### src/rtl/pkt_field_reader.sv
// pkt_field_reader: fetches a 1..MAX_BYTES byte big-endian header field
// from packet SRAM at any byte address through the width-based load port.
// Ports: clk, rst (async, active-low); request req_valid/req_ready/req_addr/
// req_len; response rsp_valid/rsp_ready/rsp_data (+ rsp_err);
// memory mem_ce/mem_we/mem_addr_o/mem_width_o/mem_data_o/mem_data_i.
// Optional macro PKT_FIELD_CHK_EN: reject len 0 or len > MAX_BYTES via rsp_err.

`ifndef ADDR_BUS
`define ADDR_BUS 31:0
`endif
`ifndef DATA_BUS
`define DATA_BUS 31:0
`endif

module pkt_field_reader #(
    parameter int MAX_BYTES = 8,
    parameter int LEN_W     = 4
) (
    input  logic                   clk,
    input  logic                   rst,
    input  logic                   req_valid,
    output logic                   req_ready,
    input  logic [`ADDR_BUS]       req_addr,
    input  logic [LEN_W-1:0]       req_len,
    output logic                   rsp_valid,
    input  logic                   rsp_ready,
    output logic [8*MAX_BYTES-1:0] rsp_data,
`ifdef PKT_FIELD_CHK_EN
    output logic                   rsp_err,
`endif
    output logic                   mem_ce,
    output logic                   mem_we,
    output logic [`ADDR_BUS]       mem_addr_o,
    output logic [3:0]             mem_width_o,
    output logic [`DATA_BUS]       mem_data_o,
    input  logic [`DATA_BUS]       mem_data_i
);

    typedef logic [`ADDR_BUS] addr_t;

    localparam int AW = $bits(addr_t);
    localparam int DW = 8 * MAX_BYTES;
    localparam logic [LEN_W:0] LP_MAX = (LEN_W + 1)'(MAX_BYTES);

    typedef enum logic [1:0] {
        S_IDLE,
        S_ISSUE,
        S_WAIT,
        S_DONE
    } state_t;

    state_t           r_state;
    state_t           w_state_nxt;
    addr_t            r_cur_addr;
    logic [LEN_W-1:0] r_rem;
    logic [DW-1:0]    r_acc;
`ifdef PKT_FIELD_CHK_EN
    logic             r_err;
`endif

    logic             w_hs;
    logic             w_len_zero;
    logic             w_len_big;
    logic             w_skip;
    logic [LEN_W-1:0] w_len_eff;
    logic             w_c4;
    logic             w_c2;
    logic [3:0]       w_width;
    logic [LEN_W-1:0] w_rem_nxt;
    addr_t            w_addr_nxt;
    logic [DW-1:0]    w_acc_nxt;

    assign w_hs       = req_valid && (r_state == S_IDLE);
    assign w_len_zero = (req_len == '0);
    assign w_len_big  = ({1'b0, req_len} > LP_MAX);
    assign w_len_eff  = w_len_big ? LP_MAX[LEN_W-1:0] : req_len;

`ifdef PKT_FIELD_CHK_EN
    assign w_skip = w_len_zero || w_len_big;
`else
    assign w_skip = w_len_zero;
`endif

    // Widest aligned load that fits the bytes still owed; the two
    // conditions are made exclusive so the decoder stays one-hot.
    assign w_c4 = (r_cur_addr[1:0] == 2'b00) && (r_rem >= LEN_W'(4));
    assign w_c2 = !w_c4 && !r_cur_addr[0] && (r_rem >= LEN_W'(2));

    always_comb begin
        w_width = 4'd1;
        unique case (1'b1)
            w_c4:    w_width = 4'd4;
            w_c2:    w_width = 4'd2;
            default: w_width = 4'd1;
        endcase
    end

    assign w_rem_nxt  = r_rem - LEN_W'(w_width);
    assign w_addr_nxt = r_cur_addr + AW'(w_width);

    // mem puts the lowest-address byte in the MSB of the returned width,
    // so shifting left and appending keeps the field big-endian.
    always_comb begin
        w_acc_nxt = r_acc;
        unique case (1'b1)
            (w_width == 4'd4): w_acc_nxt = (r_acc << 32) | DW'(mem_data_i[31:0]);
            (w_width == 4'd2): w_acc_nxt = (r_acc << 16) | DW'(mem_data_i[15:0]);
            default:           w_acc_nxt = (r_acc << 8)  | DW'(mem_data_i[7:0]);
        endcase
    end

    always_ff @(posedge clk or negedge rst) begin
        if (!rst) begin
            r_state <= S_IDLE;
        end else begin
            r_state <= w_state_nxt;
        end
    end

    always_comb begin
        w_state_nxt = r_state;
        req_ready   = 1'b0;
        rsp_valid   = 1'b0;
        mem_ce      = 1'b0;
        case (r_state)
            S_IDLE: begin
                req_ready = 1'b1;
                if (req_valid) begin
                    w_state_nxt = w_skip ? S_DONE : S_ISSUE;
                end
            end
            S_ISSUE: begin
                mem_ce      = 1'b1;
                w_state_nxt = S_WAIT;
            end
            S_WAIT: begin
                mem_ce      = 1'b1;
                w_state_nxt = (w_rem_nxt != '0) ? S_ISSUE : S_DONE;
            end
            S_DONE: begin
                rsp_valid = 1'b1;
                if (rsp_ready) begin
                    w_state_nxt = S_IDLE;
                end
            end
            default: w_state_nxt = S_IDLE;
        endcase
    end

    // Address/width only leave zero while a load is in flight; cur_addr
    // and remaining do not move until the WAIT edge, so both hold.
    assign mem_addr_o  = mem_ce ? r_cur_addr : '0;
    assign mem_width_o = mem_ce ? w_width : 4'd0;
    assign mem_we      = 1'b0;
    assign mem_data_o  = '0;
    assign rsp_data    = rsp_valid ? r_acc : '0;
`ifdef PKT_FIELD_CHK_EN
    assign rsp_err     = rsp_valid && r_err;
`endif

    always_ff @(posedge clk or negedge rst) begin
        if (!rst) begin
            r_cur_addr <= '0;
            r_rem      <= '0;
            r_acc      <= '0;
`ifdef PKT_FIELD_CHK_EN
            r_err      <= 1'b0;
`endif
        end else if (w_hs) begin
            r_cur_addr <= req_addr;
            r_rem      <= w_len_eff;
            r_acc      <= '0;
`ifdef PKT_FIELD_CHK_EN
            r_err      <= w_skip;
`endif
        end else if (r_state == S_WAIT) begin
            r_cur_addr <= w_addr_nxt;
            r_rem      <= w_rem_nxt;
            r_acc      <= w_acc_nxt;
        end
    end

endmodule
### config.mk
export PLATFORM = sky130hd
export DESIGN_NAME = pkt_field_reader
export DESIGN_NICKNAME = d
export VERILOG_FILES = /design/src/rtl/pkt_field_reader.sv
export SDC_FILE = /design/constraint.sdc
export NUM_CORES = 1
export LEC_CHECK = 0
export ABC_AREA = 1
export BUFFER_PORTS_ARGS = -buffer_cell sky130_fd_sc_hd__buf_4
export CAP_MARGIN = 30
export CORE_UTILIZATION = 58
export CTS_CLUSTER_SIZE = 30
export DETAILED_ROUTE_END_ITERATION = 10
export MAX_ROUTING_LAYER = met4
export PLACE_DENSITY = 0.95
export RECOVER_POWER = 25
export SYNTH_ARGS = -nofsm -noshare
export SYNTH_HDL_FRONTEND = slang
export SYNTH_SLANG_ARGS = --single-unit
### constraint.sdc
create_clock -name clk -period 6.7 [get_ports clk]
set_clock_uncertainty 0.15 [all_clocks]
set_input_delay 1.005 -clock clk [delete_from_list [all_inputs] [get_ports clk]]
set_output_delay 1.005 -clock clk [all_outputs]
set_load 0.005 [all_outputs]
==> metrics.md <==
| Metric | Value |
|---|---|
| CP bufs+invs | 2 |
| Net Sw Power | 0.00205 W |
| RSZ-0062 raised after global routing | false |
| Inserted Clock Buffers | 9 |
| Crit path largest cell delay | 1.51 ns |
| CP Launch Type | primary input |
| Post-DP HPWL | 14.9 mm |
| Post-synth cell types | 40 |
| Syn_area_per_cell | roughly 6.5 um2 |
| Top cell by count, worst path | clkbuf_1 |
| Cell area power density | about 460 mW/mm2 |
| Fin nets | around 1300 |
| Antenna-violating nets left | 0 |
| Worst path slowest cell | clkbuf_1 |
| Hold-critical path depth | 2 |
| Cells resized by post-CTS repair | 0 |
| # fillers | roughly 970 |
| H-tree depth | 3 |
| Gr ovfl total | 0 |
| # rows | 40 |
| Min Clock Period, post-route | around 3.6 ns |
| Die ar. | roughly 0.013 mm2 |
| Seq pwr share | 0.280 |
| Switching share of power | 0.504 |
| FF-to-FF End | r_acc[37] |
| Clock power share | 0.131 |
| Cell area after synthesis | around 0.0073 mm2 |
| Die width | between 100 and 150 um |
| Worst EP required | roughly 6.6 ns |
| Final period util | 0.535 |
| CP Class | in2async |
| Clk root buf | clkbuf_16 |
| Placed insts | around 1400 |
| Comb pwr share | 0.589 |
| # DRC | 0 |
| Hold Vio Cnt, Final | 0 |
| Peak VDD IR | ~0.00071 V |
| Failing checks | max-capacitance violations, max-slew violations |
| Post-CTS setup buffer count | 0 |
| LEAKAGE | 4.94 nW |
| Setup crit end kind | asynchronous set/reset pin |
| GP Congestion | ~0.91 |
| RR Startpoint | r_rem[3] |
| CTS tree | built |
| FF+latch count, synth | 102 |
| Crit path DAT | approximately 3.5 ns |
| Largest net degree at the start of global routing | 106 |
| # IOs | ~210 |
| Fin. max-slew vios | 33 |
| Ratio of cells with drive above 1 in the final layout | 0.181 |
| Crit path cell chain | clkbuf_1, clkbuf_1 |
| Fmax | roughly 0.28 GHz |
| Gr usage total | 0.343 |
| Vias in the first global route | between 7000 and 8000 |
| Via count | 7933 |
| DIE HEIGHT | 115 um |
| Setup-failing EPs final | 0 |
| Core outline area | approximately 0.012 mm2 |
| Max-slew headroom | -0.338 |
| WL final | between 20 and 25 mm |
| Pint | about 0.0020 W |
| Commonest cells after routing, fill and taps aside | nand2_1 (398), buf_4 (176), inv_1 (151) |
| Initial antenna violation count | 0 |
| Setup tns final | 0 ns |
| Clock transition at path regs | roughly 0.07 ns |
| Outcome | finished, violations left |
| Worst-Margin Slew | between 2 and 2.5 ns |
| Hold Path Sink | r_acc[63] |
| First-pass GRT wire length | 34.4 mm |
| Post-CTS Hold Buffers | 0 |
| Synth Instances | around 1100 |
| Via density | between 5 and 6 |
| CP max FO | 33 |
| R2R cell count | 9 |
| Worst Hold Class | reg2reg |
| Worst-Skew Late Latency | roughly 0.36 ns |
| Synthesis Warnings | 0 |
| I/O Buffers | approximately 170 |
| Reg2Reg Setup Slack | 3.62 ns |
| Antenna cells | 0 |
| WL/cell | 15.2 um |
| Post-synthesis to final-layout area growth | 20.4% |
| Initial DRT Pass Iterations | 8 |
| DRT iter0 DRCs | between 900 and 1000 |
| Initial Util | 0.604 |
| Post-synthesis sequential area ratio | 0.347 |
| Max Cap Violations | 1 |
| Fin cells | between 1000 and 1500 |
| Cell family with most CP delay | buffers and inverters |
| Clock buffer depth | 2 |
| Hold wc startpoint | r_acc[63] |
| Most common cell after layout, fill and taps aside | nand2_1 |
| Sinks on Clock Net | just over 100 |
-- synth_stat cells --
cell | n | area, um2
nand2_1 | 398 | 1490
inv_1 | 151 | 567
o21ai_0 | 124 | 621
dfrtp_1 | 102 | 2550
a21oi_1 | 58 | 290
nor2_1 | 46 | 173
nand3_1 | 45 | 225
clkbuf_1 | 36 | 135
buf_4 | 34 | 255
buf_2 | 20 | 100
o21ai_1 | 17 | 85.1
ha_1 | 11 | 138
a22o_1 | 9 | 78.8
o211ai_1 | 9 | 67.6
nand2_2 | 8 | 50.1
nand4_1 | 6 | 37.5
nor2_2 | 6 | 37.5
xor2_1 | 6 | 52.6
buf_1 | 4 | 15.0
inv_2 | 3 | 11.3
nand3b_1 | 3 | 22.5
nor3_1 | 3 | 15.0
o21bai_1 | 3 | 22.5
o221ai_1 | 3 | 26.3
or2_2 | 3 | 18.8
a32o_1 | 2 | 20.0
buf_6 | 2 | 22.5
nand2_4 | 2 | 22.5
nand3_2 | 2 | 20.0
nor2_8 | 2 | 40.0
nor4_1 | 2 | 12.5
o21bai_2 | 2 | 22.5
o22ai_1 | 2 | 12.5
a211oi_2 | 1 | 12.5
a21oi_2 | 1 | 8.76
conb_1 | 1 | 3.75
fa_1 | 1 | 20.0
nand3_4 | 1 | 17.5
nor2_4 | 1 | 11.3
xnor2_1 | 1 | 8.76
-- power groups by stage --
stage | Clock [W] | Sequential [W] | Combinational [W]
global route | 0.000557 | 0.00116 | 0.00267
floorplan | 0 | 0.00102 | 0.00171
finish | 0.000535 | 0.00114 | 0.00240
detailed placement | 0 | 0.00113 | 0.00231
global placement | 0 | 0.00113 | 0.00221
CTS | 0.000528 | 0.00112 | 0.00234
-- flip-flops by register name, summed over array words and instances (netlist names) --
| register | flops |
|---|---|
| r_rem | 4 |
| r_state | 2 |
| r_acc | 64 |
| r_cur_addr | 32 |
-- cell families (layout without fill, tap and decap cells) --
logic type	after synthesis	after routing	share of synthesized area
other	1	34	0.000510
flip-flops	102	102	0.347
buffers and inverters	250	349	0.151
XOR/XNOR	7	7	0.00835
AND/OR/NAND/NOR	528	528	0.299
adder cells (fa/ha/maj)	12	12	0.0215
AO/OA/AOI/OAI	231	231	0.173
-- metal layers --
layer	track usage	vias to the layer above	wire [um]
met4	0.167	0	773
met2	0.580	475	10900
met5	-	-	0
met1	0.414	3656	8350
met3	0.0296	71	1640
li1	-	3731	-
-- layout make-up --
class | instances | area (um2) | area share
Tap cell | 168 | 210 | 0.0238
Inverter | 154 | 578 | 0.0654
Sequential cell | 102 | 2550 | 0.289
Clock buffer | 11 | 243 | 0.0274
Timing Repair Buffer | 180 | 1380 | 0.156
Clock inverter | 4 | 47.5 | 0.00538
Multi-Input combinational cell | 812 | 3830 | 0.433
-- through the flow --
| step | hold slack, ns | utilization | area, um2 | worst slack, ns | total power (W) |
|---|---|---|---|---|---|
| after detailed placement | 0.324 | 0.702 | 8530 | 3.63 | 0.00344 |
| after global placement | 0.319 | 0.699 | 8510 | 3.69 | 0.00333 |
| after global routing | 0.361 | 0.727 | 8840 | 2.54 | 0.00439 |
| after floorplan | 0.303 | - | 7470 | 4.08 | 0.00272 |
| final | 0.350 | 0.727 | 8840 | 3.12 | 0.00408 |
| after CTS | 0.340 | 0.726 | 8820 | 3.27 | 0.00399 |
-- worst max path at each step --
stage	start	end	slack, ns	cells after the start
floorplan	r_rem[2]	mem_width_o[1]	4.08	8
global placement	req_valid	r_cur_addr[14]	3.69	7
detailed placement	req_valid	r_cur_addr[14]	3.63	7
CTS	r_state[1]	mem_width_o[1]	3.27	5
global route	rst	r_acc[58]	2.54	2
finish	rst	r_acc[58]	3.12	2
(Power assumes the default switching activity.)
